[src/rtl/uart_pkg.sv]
// Shared UART definitions: parity modes, receiver FSM encoding and the
// bit-period rounding used by both the receive and transmit blocks.
package uart_pkg;

   localparam int PAR_NONE = 0;
   localparam int PAR_ODD  = 1;
   localparam int PAR_EVEN = 2;

   localparam logic [2:0] ST_IDLE      = 3'd0;
   localparam logic [2:0] ST_START     = 3'd1;
   localparam logic [2:0] ST_DATA      = 3'd2;
   localparam logic [2:0] ST_PAR       = 3'd3;
   localparam logic [2:0] ST_STOP      = 3'd4;
   localparam logic [2:0] ST_WAIT_IDLE = 3'd5;

   // Clock cycles per bit, rounded to nearest.
   function automatic int bit_cnt(input int clk_freq, input int baud);
      return (clk_freq + baud / 2) / baud;
   endfunction

endpackage

[src/rtl/sync_fifo.sv]
// Show-ahead synchronous FIFO; a push into a full FIFO is accepted only when
// a pop happens on the same cycle.
module sync_fifo #(
   parameter int WIDTH = 9,
   parameter int DEPTH = 16
) (
   input  logic                     clk,
   input  logic                     rst,
   input  logic                     push,
   input  logic [WIDTH-1:0]         wdata,
   input  logic                     pop,
   output logic [WIDTH-1:0]         rdata,
   output logic                     full,
   output logic                     empty,
   output logic [$clog2(DEPTH):0]   count
);
   localparam int AW = $clog2(DEPTH);
   localparam logic [AW:0] CNT_FULL = DEPTH[AW:0];

   logic [WIDTH-1:0] mem [DEPTH];
   logic [AW-1:0]    wptr, rptr;
   logic             do_push, do_pop;

   assign empty   = (count == '0);
   assign full    = (count == CNT_FULL);
   assign do_pop  = pop & ~empty;
   assign do_push = push & (~full | do_pop);
   // Head reads as zero when empty so the output is defined out of reset.
   assign rdata   = empty ? '0 : mem[rptr];

   always_ff @(posedge clk)
      if (do_push) mem[wptr] <= wdata;

   always_ff @(posedge clk or negedge rst) begin
      if (!rst) begin
         wptr  <= '0;
         rptr  <= '0;
         count <= '0;
      end else begin
         if (do_push) wptr <= wptr + 1'b1;
         if (do_pop)  rptr <= rptr + 1'b1;
         if (do_push && !do_pop)      count <= count + 1'b1;
         else if (do_pop && !do_push) count <= count - 1'b1;
      end
   end

endmodule

[src/rtl/uart_rx_fifo.sv]
// UART receiver with configurable frame format, majority-vote sampling,
// parity/framing checks and a show-ahead receive FIFO.
module uart_rx_fifo
   import uart_pkg::*;
#(
   parameter int CLK_FREQ   = 50_000_000,
   parameter int BAUD       = 9600,
   parameter int DATA_BITS  = 8,
   parameter int PARITY     = 0,
   parameter int STOP_BITS  = 1,
   parameter int FIFO_DEPTH = 16
) (
   input  logic                          clk,
   input  logic                          rst,
   input  logic                          rx,
   output logic [DATA_BITS-1:0]          rx_data,
   output logic                          rx_perr,
   output logic                          rx_valid,
   input  logic                          rd_en,
   output logic [$clog2(FIFO_DEPTH):0]   fifo_count,
   output logic                          frame_err,
   output logic                          overflow
);
   localparam int BIT_CNT = bit_cnt(CLK_FREQ, BAUD);
   localparam int HALF    = BIT_CNT / 2;
   localparam int CW      = $clog2(BIT_CNT + 1);
   localparam logic [CW-1:0] C_LAST = CW'(BIT_CNT - 1);
   localparam logic [CW-1:0] C_V0   = CW'(HALF - 1);
   localparam logic [CW-1:0] C_V1   = CW'(HALF);
   localparam logic [CW-1:0] C_DEC  = CW'(HALF + 1);

   logic                 s1, rxs, rxs_q;
   logic [2:0]           arm;
   logic                 fall, dec, bit_v;
   logic                 v0, v1;
   logic [2:0]           state;
   logic [CW-1:0]        cnt;
   logic [3:0]           idx;
   logic [DATA_BITS-1:0] shreg;
   logic                 perr, push, full, empty;
   logic [DATA_BITS:0]   head;

   // arm keeps the reset-to-1 sync flops from faking a falling edge when the
   // line is already low at reset release.
   always_ff @(posedge clk or negedge rst) begin
      if (!rst) begin
         s1    <= 1'b1;
         rxs   <= 1'b1;
         rxs_q <= 1'b1;
         arm   <= '0;
      end else begin
         s1    <= rx;
         rxs   <= s1;
         rxs_q <= rxs;
         arm   <= {arm[1:0], 1'b1};
      end
   end

   assign fall  = arm[2] & rxs_q & ~rxs;
   assign dec   = (cnt == C_DEC);
   assign bit_v = (v0 & v1) | (v0 & rxs) | (v1 & rxs);

   always_ff @(posedge clk or negedge rst) begin
      if (!rst) begin
         v0 <= 1'b1;
         v1 <= 1'b1;
      end else begin
         if (cnt == C_V0) v0 <= rxs;
         if (cnt == C_V1) v1 <= rxs;
      end
   end

   always_ff @(posedge clk or negedge rst) begin
      if (!rst) begin
         state     <= ST_IDLE;
         cnt       <= '0;
         idx       <= '0;
         shreg     <= '0;
         perr      <= 1'b0;
         push      <= 1'b0;
         frame_err <= 1'b0;
      end else begin
         push      <= 1'b0;
         frame_err <= 1'b0;
         if (state != ST_IDLE && state != ST_WAIT_IDLE)
            cnt <= (cnt == C_LAST) ? '0 : cnt + 1'b1;
         case (state)
            ST_IDLE:
               if (fall) begin
                  state <= ST_START;
                  cnt   <= '0;
               end
            ST_START:
               if (dec) begin
                  idx   <= '0;
                  perr  <= 1'b0;
                  state <= bit_v ? ST_IDLE : ST_DATA;
               end
            ST_DATA:
               if (dec) begin
                  shreg <= {bit_v, shreg[DATA_BITS-1:1]};
                  if (idx == 4'(DATA_BITS - 1)) begin
                     idx   <= '0;
                     state <= (PARITY != PAR_NONE) ? ST_PAR : ST_STOP;
                  end else begin
                     idx <= idx + 1'b1;
                  end
               end
            ST_PAR:
               if (dec) begin
                  perr  <= (^shreg) ^ bit_v ^ (PARITY == PAR_ODD);
                  state <= ST_STOP;
               end
            ST_STOP:
               if (dec) begin
                  if (!bit_v) begin
                     frame_err <= 1'b1;
                     state     <= ST_WAIT_IDLE;
                     cnt       <= '0;
                  end else if (idx == 4'(STOP_BITS - 1)) begin
                     // Leave at the stop-bit centre so a back-to-back start is caught.
                     push  <= 1'b1;
                     state <= ST_IDLE;
                  end else begin
                     idx <= idx + 1'b1;
                  end
               end
            ST_WAIT_IDLE:
               if (!rxs)                cnt   <= '0;
               else if (cnt == C_LAST)  state <= ST_IDLE;
               else                     cnt   <= cnt + 1'b1;
            default: state <= ST_IDLE;
         endcase
      end
   end

   always_ff @(posedge clk or negedge rst)
      if (!rst) overflow <= 1'b0;
      else      overflow <= push & full & ~rd_en;

   sync_fifo #(
      .WIDTH(DATA_BITS + 1),
      .DEPTH(FIFO_DEPTH)
   ) u_fifo (
      .clk  (clk),
      .rst  (rst),
      .push (push),
      .wdata({perr, shreg}),
      .pop  (rd_en),
      .rdata(head),
      .full (full),
      .empty(empty),
      .count(fifo_count)
   );

   assign rx_data  = head[DATA_BITS-1:0];
   assign rx_perr  = head[DATA_BITS];
   assign rx_valid = ~empty;

endmodule
[config.mk]
export PLATFORM = sky130hd
export DESIGN_NAME = uart_rx_fifo
export DESIGN_NICKNAME = d
export VERILOG_FILES = /design/src/rtl/uart_pkg.sv /design/src/rtl/sync_fifo.sv /design/src/rtl/uart_rx_fifo.sv
export SDC_FILE = /design/constraint.sdc
export NUM_CORES = 1
export LEC_CHECK = 0
export CELL_PAD_IN_SITES_DETAIL_PLACEMENT = 1
export CELL_PAD_IN_SITES_GLOBAL_PLACEMENT = 2
export CORE_MARGIN = 3
export CORE_UTILIZATION = 50
export DETAILED_ROUTE_END_ITERATION = 16
export PLACE_DENSITY = 0.86
export SLEW_MARGIN = 20
export SYNTH_ARGS = -nofsm -noshare
export SYNTH_HDL_FRONTEND = slang
export SYNTH_SLANG_ARGS = --single-unit
[constraint.sdc]
create_clock -name clk -period 4.8 [get_ports clk]
set_input_delay 1.44 -clock clk [delete_from_list [all_inputs] [get_ports clk]]
set_output_delay 1.44 -clock clk [all_outputs]
set_load 0.03 [all_outputs]
# ---- Word-level counts from Yosys, hierarchy flattened
# Memory sizes are Yosys's and may differ from the RTL's.
# Index checks and enable logic that the tools add are counted.
# W data, S select, Z words.
dict set report totals {
  ramBits 144
  output_inout_bits 17
  register_bits 53
  mem_count 1
  input_bits 4
}
dict set report classes {
  reduce_logical 17
  n_eq_ne 23
  n_mux 42
  bitwise_logic 17
  n_addsub 6
}
# memory words word_bits read_ports rd_ports_with_merged_regs write_ports line
set mem_list {}
lappend mem_list {u_fifo.mem 16 9 1 0 1 sync_fifo.sv:20} ;# logic [WIDTH-1:0] mem [DEPTH];
# operator count
set ops {}
lappend ops {{$mux W13} 7}
lappend ops {{$eq A13 B12 Y1 const B} 3}
lappend ops {{$pmux W13 S3} 1}
lappend ops {{$mux W3} 10}
lappend ops {{$mux W4} 6}
lappend ops {{$ne A2 B2 Y1 const B} 10}
lappend ops {{$pmux W3 S6} 1}
lappend ops {{$add A13 B1 Y13 const B} 1}
lappend ops {{$eq A13 B13 Y1 const B} 1}
lappend ops {{$add A4 B1 Y4 const B} 3}
lappend ops {{$pmux W4 S3} 1}
lappend ops {{$mux W1} 11}
lappend ops {{$mux W5} 2}
lappend ops {{$and A1 B1 Y1} 9}
lappend ops {{$mux W9} 1}
lappend ops {{$reduce_and A9 Y1} 1}
lappend ops {{$reduce_xor A8 Y1} 1}
lappend ops {{$eq A3 B2 Y1 const B} 2}
lappend ops {{$eq A3 B3 Y1 const B} 2}
lappend ops {{$ne A3 B3 Y1 const B} 2}
lappend ops {{$reduce_and A6 Y1} 1}
lappend ops {{$reduce_bool A3 Y1} 2}
lappend ops {{$add A5 B1 Y5 const B} 1}
lappend ops {{$eq A5 B5 Y1 const B} 1}
lappend ops {{other kinds (16)} 25}

# ---- Longest topological paths before layout
# Gate-level depths: netlist (run 1).
dict set report logic_depth {
  depth_word 9
  ltp_mapped 12
  ltp_nobuf 12
}

# ---- Hierarchy
# A second synthesis (run 1) with hierarchy kept.
dict set report hier_totals {
  cells_unflattened 555
  hier_area_um2 8767.2
}
# module area_each_um2 n_inst cells_per_inst
set by_module_without_submodules {}
lappend by_module_without_submodules {sync_fifo 6467.5 1 323}
lappend by_module_without_submodules {uart_rx_fifo 2299.7 1 232}

# ---- Worst setup path before layout (run 1)
# OpenSTA, ideal clock, no wires.
dict set report synth_timing {
  path_kind {register to output}
  from {register u_fifo.rptr[0]}
  to {output port rx_data[0]}
  arrival_time_ns 2.144
  t_required_ns 3.360
  setup_slack_ns 1.216
  path_buffers 1
  path_stages_with_launch 5
  path_cell_list {dfrtp_1 -> clkbuf_1 -> mux4_2 -> mux4_2 -> and2_1}
}
dict set report synth_via {
  elab_chain_cells 2
}
# element line
set synth_lines {}
lappend synth_lines {{start, declared} sync_fifo.sv:21} ;# logic [AW-1:0] wptr, rptr;
lappend synth_lines {{start signal, assigned} sync_fifo.sv:41} ;# if (do_pop) rptr <= rptr + 1'b1;
lappend synth_lines {{$mem_v2 Z16 W9} n/a}
lappend synth_lines {{$mux W9} sync_fifo.sv:29} ;# assign rdata = empty ? '0 : mem[rptr];
lappend synth_lines {{end, declared} uart_rx_fifo.sv:16} ;# output logic [DATA_BITS-1:0] rx_data,
# No other way between the ends.

# ---- Worst setup path after layout (run 1)
dict set report layout_timing {
  from {register u_fifo.rptr[0]}
  to {output port rx_data[3]}
}
# Same word-level chain as after synthesis.

==> summary.txt, run 1 <==
Ys flop type = edfxtp_1
Die Height = 137 um
Clock share of power = 39.5%
Clk_lat worst skew = 440 ps
Gr usage total = 22.2%
CP bufs+invs = 2
Post-DP HPWL = 12800 um
Largest net degree at the start of global routing = 45
Die width = 137 um
Worst slew pin tran = 997 ps
Ant diodes = 0
Drt via density = 6.02
Number of synthesized flops with an enable pin = 144
Most area-hungry cell type in the Yosys netlist = edfxtp_1
Critical path's largest stage delay = 690 ps
Tmin final = 4610 ps
Register area share after synthesis = 66.2%
CP max stage cell = dfrtp_2
Die Footprint = 18700 um^2
Synth Area in Adders = 2.40%
WL final = 19100 um
Hold depth = 0
Period utilisation layout = 96.1%
Slew Limit Fails = 0
Setup crit end kind = primary output
WP depth = 5
Sw Share = 22.9%
Post-Synth Simple-Gate Area = 9.09%
Gate power share = 5.7%
Most Crowded Layer GR = met2
GRT overflow = 0
Residual DRC count = 0
Compound-Gate Fraction of Synth Area = 4.45%
Net Sw Power = 793 uW
Number of global-route vias before repair = 5016
Yosys top cell area share = 50.6%
Core footprint = 16600 um^2
GP Congestion = 0.802
PD cells = 363 nW/um^2
Mapped Nets = 541
Flop pwr share = 54.8%
XOR/XNOR Fraction of Synth Area = 2.31%
M1 GR Usage = 30.2%
Kind of critical path = reg -> out
I/O Buffers = 20
Yosys reg bits = 197
TritonCTS Sinks = 197
Post-synthesis mux area share = 13.5%
Initial antenna violation count = 0
Global Route met2 Usage = 37.7%
Initial Util = 51.3%
Antenna Violating Nets Remaining = 0
Async set or reset register ratio after synthesis = 26.9%
Synth top cells by count = 144 x edfxtp_1, 48 x dfrtp_1, 45 x mux4_2
Slew margin rel. = 33.0%
CP delay by family, top = multiplexers
Peak supply drop = 0.254 mV
Worst hold path class = reg -> reg
CP max FO = 13
I/O Pins = 21
Worst-path clk slew = 70 ps
Hold_buf cts = 0
TritonCTS Buffers = 17
Most used cell, CP = mux4_2
DR vias = 4680
Combinational family with the most area after synthesis = multiplexers
Reg-to-reg endpoint = u_fifo.count[4]
Share of layout cells above drive strength 1 = 19.2%
Post_cts resized = 0
Yosys Warn Count = 0
Setup Fix Bufs, Post-CTS = 0
Global-route wire length before repair = 30000 um
CTS root buffer = clkbuf_16
Unrepaired setup endpoints after global routing = no
Fmax = 0.217 GHz
Max H-tree Level = 4
Arr. time, crit path = 3170 ps
Synth Instances = 522
CP cell instances = buf_12, mux4_2, mux4_2, and2_1, clkdlybuf4s50_1
Count of different cell masters after synthesis = 61
Finished Cell Area = 9540 um^2
Status = finished clean
Met3 GRT Util = 3.35%
Min Hold Slack = 358 ps
Final hold viol count = 0
Final-report setup violation count = 0
Buffers from clock root to sink, at most = 2
Max Cap Viol = 0
Area growth syn-to-layout = 11.7%
Internal = 2670 uW
R2r startpoint = u_fifo.count[3]
Placed cell areas = 8980 um^2
Fin Clk Skew = 13.9 ps
Worst reg2reg setup slack = 1520 ps
Synthesized area = 8540 um^2
Row count = 47
WL/cell = 24.6 um
Pre-antenna DRT Iters = 5
Crit start category = register
Detailed Route Iter0 Violations = 325
CTS tree = yes
Nets = 563
Synth area leaders = edfxtp_1 51%, dfrtp_1 14%, mux4_2 12%
Syn avg cell area = 16.4 um^2
Hold Startpoint = arm[1]
Worst Hold Endpoint = arm[2]
Path depth of the worst reg2reg path = 12
WP data required = 3360 ps
Most common cell in the synthesized netlist = edfxtp_1
Static leakage = 0.00369 uW
Setup TNS = 0 ps
## area by class of cell
type                            count  area (um^2)
Multi-Input combinational cell    286         2720
Tap cell                          220          275
Fill cell                        1511         7100
Inverter                           17         63.8
Timing Repair Buffer               25          258
Clock buffer                       19          433
Clock inverter                     13          133
Sequential cell                   197         5660
## cell families (layout without fill, tap and decap cells)
| logic type | after synthesis | in the layout |
|---|---|---|
| xor+xnor | 21 | 21 |
| compound gates | 60 | 60 |
| other cells | 1 | 1 |
| buf+inv | 39 | 74 |
| flops | 197 | 197 |
| simple gates | 130 | 130 |
| fa+ha+maj | 16 | 16 |
| mux | 58 | 58 |
## stage by stage
step	utilization, %	power [uW]	std cells	setup WS (ps)
6_report	57.3	3470	777	188
5_1_grt	57.3	3600	777	69.6
2_1_floorplan	-	2060	522	1220
3_5_place_dp	53.9	2130	745	607
4_1_cts	57.3	3490	777	137
3_3_place_gp	53.9	2120	745	673
## placed cells by master (no fill, tap or decap), types with 11 or more instances in the layout
| master | n |
|---|---|
| clkbuf_16 | 17 |
| nor3_1 | 11 |
| and3_1 | 11 |
| xnor2_1 | 16 |
| o21ai_0 | 12 |
| nand2_1 | 29 |
| mux4_2 | 45 |
| edfxtp_1 | 144 |
| dfrtp_1 | 47 |
| clkdlybuf4s50_1 | 19 |
| a21oi_1 | 19 |
| mux2_2 | 11 |
| inv_1 | 16 |
| ha_1 | 14 |
| and2_1 | 18 |
## worst register-to-register path, cell delays in order (launching register included)
cell and delay [ps]:
dfrtp_1 430, nor4_1 390, nand2b_1 390, and2_1 360, inv_1 160, ha_1 210
inv_1 110, fa_1 420, a21o_1 170, a21oi_1 180, xnor2_1 140, nor2_1 60
xor2_1 140
## flip-flops by register name, summed over array words and instances, names as in the netlist, 3 cells and up
name,cells
u_fifo.wptr,4
u_fifo.count,5
arm,3
idx,4
shreg,8
u_fifo.mem,144
cnt,13
state,3
u_fifo.rptr,4
## layer usage
metal | share of wire (%) | wire length (um)
met1 | 43 | 8140
met2 | 52 | 9940
met3 | 4.5 | 864
met4 | 0.77 | 147
met5 | 0 | 0
## power by group through the flow
stage                     combinational [uW]  clock, uW  sequential [uW]
after global placement                   186          0             1930
after detailed placement                 200          0             1930
after global routing                     222       1470             1900
after floorplan                          169          0             1890
final                                    198       1370             1900
after CTS                                200       1400             1900
## worst max-delay path by stage
stage | startpoint | end | slack (ps)
floorplan | u_fifo.rptr[0] | rx_data[0] | 1220
CTS | u_fifo.rptr[0] | rx_data[3] | 140
detailed placement | u_fifo.rptr[0] | rx_data[3] | 610
global route | u_fifo.rptr[0] | rx_data[5] | 70
global placement | u_fifo.rptr[0] | rx_data[5] | 670
finish | u_fifo.rptr[0] | rx_data[3] | 190
(Power assumes the default switching activity.)
==> run 2: changes to the inputs <==
--- a/config.mk
+++ b/config.mk
@@ -8,10 +8,11 @@
 export CELL_PAD_IN_SITES_DETAIL_PLACEMENT = 1
 export CELL_PAD_IN_SITES_GLOBAL_PLACEMENT = 2
 export CORE_MARGIN = 3
-export CORE_UTILIZATION = 50
+export CORE_UTILIZATION = 40
 export DETAILED_ROUTE_END_ITERATION = 16
-export PLACE_DENSITY = 0.86
+export PLACE_DENSITY = 0.72
 export SLEW_MARGIN = 20
 export SYNTH_ARGS = -nofsm -noshare
 export SYNTH_HDL_FRONTEND = slang
+export SYNTH_HIERARCHICAL = 1
 export SYNTH_SLANG_ARGS = --single-unit
==> run 2 against run 1 <==
Compared with the run above: synthesized cell count grew 6.3%; sequential power increased by 10%; non-clock buffer count is 18 higher; clock power barely moved; cell area rose by 3.8%; core utilization is 11 points lower; final cell count increased by 13%; power is 35% higher; critical endpoint is now rx_data[5]; largest cell class unchanged; largest power group unchanged.
==> summary.txt, run 2 <==
Status = finished clean
Net Sw Power = 1570 uW (+98%)
Initial Util = 41.2% (-10 points)
Max Cap Viol = 0 (unchanged)
Final hold viol count = 0 (unchanged)
Pre-antenna DRT Iters = 4 (-1)
Number of synthesized flops with an enable pin = 144 (unchanged)
Synthesized area = 8770 um^2 (+2.6%)
Most common cell in the synthesized netlist = edfxtp_1
Max H-tree Level = 4 (unchanged)
CTS root buffer = clkbuf_16
CP max stage cell = dfrtp_1
Unrepaired setup endpoints after global routing = no
Static leakage = 0.00397 uW (+7.8%)
Final-report setup violation count = 0 (unchanged)
Peak supply drop = 0.292 mV (+15%)
Setup crit end kind = primary output
Row count = 53 (+13%)
WL final = 19400 um (+1.4%)
Critical path's largest stage delay = 860 ps (+170 ps)
Gate power share = 25.7% (+20 points)
TritonCTS Buffers = 17 (unchanged)
Die width = 154 um (+13%)
CTS tree = yes
Met3 wire len = 621 um (-28%)
CP delay by family, top = buffers and inverters
Register area share after synthesis = 64.5% (-1.7 points)
Area growth syn-to-layout = 13.0%
WL met1 = 8480 um (+4.2%)
Tmin final = 4440 ps (-173 ps)
Setup Fix Bufs, Post-CTS = 0 (unchanged)
Sw Share = 33.6% (+11 points)
Share of layout cells above drive strength 1 = 18.3% (-0.86 points)
Detailed Route Iter0 Violations = 296 (-8.9%)
Met2 routed WL = 9990 um (+0.54%)
Gr usage total = 17.0% (-5.1 points)
Clk_lat worst skew = 440 ps (about the same)
Drt via density = 5.56 (-7.7%)
Core footprint = 21300 um^2 (+28%)
Period utilisation layout = 92.5% (-3.6 points)
Count of different cell masters after synthesis = 79 (+30%)
Residual DRC count = 0 (unchanged)
Nets = 612 (+8.7%)
Most area-hungry cell type in the Yosys netlist = edfxtp_1
Buffers from clock root to sink, at most = 2 (unchanged)
Async set or reset register ratio after synthesis = 26.9% (unchanged)
Kind of critical path = reg -> out
Uppermost layer routed = met4
Initial antenna violation count = 0 (unchanged)
Post_cts resized = 0 (unchanged)
Largest regs = u_fifo/mem (144), cnt (13), shreg (8)
Die Footprint = 23700 um^2 (+27%)
Synth area leaders = edfxtp_1 49%, dfrtp_1 14%, mux4_1 5.4%
Crit start category = register
Internal = 3110 uW (+16%)
Synth top cells by count = 144 x edfxtp_1, 48 x dfrtp_1, 32 x nand2_1
Most frequent cells in the layout = 144 x edfxtp_1, 48 x dfrtp_1, 32 x nand2_1, 29 x nor2_1, 22 x buf_4
Finished Cell Area = 9900 um^2 (+3.8%)
Syn avg cell area = 15.8 um^2 (-3.5%)
CP cell instances = buf_4, mux4_1, mux2_2, o21ai_1, a21oi_1, clkdlybuf4s50_1
TritonCTS Sinks = 197 (unchanged)
WP data required = 3360 ps (about the same)
Post-DP HPWL = 12700 um (-1.3%)
Slew margin rel. = 29.1% (-3.9 points)
Ys flop type = edfxtp_1
Yosys top cell area share = 49.3% (-1.3 points)
Number of global-route vias before repair = 5416 (+8.0%)
Setup TNS = 0 ps (unchanged)
I/O Buffers = 20 (unchanged)
DR vias = 4890 (+4.5%)
Yosys reg bits = 197 (unchanged)
Clock share of power = 29.6% (-9.9 points)
Largest Register = u_fifo/mem
Layout Cells excl Fill = 880 (+13%)
Flop pwr share = 44.7% (-10 points)
Die Height = 154 um (+13%)
GP Congestion = 0.764 (-4.8%)
Mapped Nets = 575 (+6.3%)
Yosys Warn Count = 6 (+6)
Synth Instances = 555 (+6.3%)
Cell Count Post-Placement = 848 (+14%)
Placed cell areas = 9330 um^2 (+3.9%)
Ant diodes = 0 (unchanged)
Worst-path clk slew = 70 ps (about the same)
PD cells = 473 nW/um^2 (+30%)
Slew Limit Fails = 0 (unchanged)
Commonest non-fill, non-tap cell in the layout = edfxtp_1
Max reg flops = 144 (unchanged)
CP bufs+invs = 2 (unchanged)
Fin Clk Skew = 11.5 ps (-2.42 ps)
Worst slew pin tran = 1060 ps (+59.7 ps)
CP max FO = 17 (+4)
Largest net degree at the start of global routing = 39 (-13%)
I/O Pins = 21 (unchanged)
GRT overflow = 0 (unchanged)
Worst hold path class = reg -> reg
Arr. time, crit path = 3000 ps (-170 ps)
Antenna Violating Nets Remaining = 0 (unchanged)
Fmax = 0.225 GHz (+3.9%)
Global-route wire length before repair = 31100 um (+3.7%)
Hold_buf cts = 0 (unchanged)
WL/cell = 22.0 um (-10%)
==> run 2: cell count changes in the layout (fill, tap and decap cells not counted), sizes merged, moves of 4 or more <==
| cell | delta |
|---|---|
| mux2 | +11 |
| mux4 | -9 |
| nand2b | -4 |
| buf | +18 |
| nand3 | +6 |
| and2 | -16 |
| inv | +7 |
| o211ai | -4 |
| nor2 | +18 |
| o21ai | +14 |
| a31oi | -4 |
| mux2i | +9 |
==> run 2: layout make-up <==
class	count	area (um^2)
inverter	17	63.8
timing repair buffer	43	380
fill	2071	11400
clock inverter	14	150
multi-input combinational	316	2880
tap	275	344
clock buffer	18	429
sequential	197	5660
==> run 2: power by group through the flow <==
stage	clock network, uW	registers, uW	logic [uW]
6_report	1390	2090	1200
3_3_place_gp	0	2120	1190
5_1_grt	1490	2120	1300
3_5_place_dp	0	2130	1220
2_1_floorplan	0	2040	936
4_1_cts	1430	2090	1220
==> run 2: logic make-up after synthesis <==
group,count (synthesis),synth area share (%)
fa+ha+maj,17,2.48
buf+inv,42,2.63
simple gates,134,8.36
other cells,1,0.0428
xor+xnor,17,1.86
compound gates,78,5.97
mux,69,14.1
flops,197,64.5
==> run 2: stage by stage <==
stage          power [uW]  setup slack (ps)  util, %  hold WS (ps)
2_1_floorplan        2970              1410        -           331
3_3_place_gp         3310               629     43.8           336
3_5_place_dp         3340               479     43.8           347
4_1_cts              4740               345     46.5           357
5_1_grt              4910               192     46.5           362
6_report             4680               361     46.5           356
==> run 2: worst register-to-register path, cell delays in order, from the launching register on <==
cell	delay, ps
dfrtp_1	460
nor4_2	480
nand2b_2	310
nand2_1	250
ha_1	250
inv_1	150
fa_1	450
a21o_1	230
a2111oi_0	450
o31ai_1	150
==> run 2: final timing paths <==
kind | startpoint | endpoint | slack (ps) | cells after the start
worst max register to register | u_fifo/count[0] | u_fifo/count[4] | 1490 | 9
min in group asynchronous | rst | cnt[2] | 980 | 1
max in group asynchronous | rst | v0 | 2950 | 2
worst max-delay path | u_fifo/rptr[3] | rx_data[5] | 360 | 6
worst min-delay path | s1 | rxs | 360 | 0
worst min register to register | s1 | rxs | 360 | 0
==> run 2: routing by layer <==
metal | GRT usage [%] | vias up
met2 | 29.7 | 74
li1 | - | 2244
met4 | 4.88 | 0
met3 | 2.96 | 18
met1 | 21.9 | 2554
met5 | 0 | -
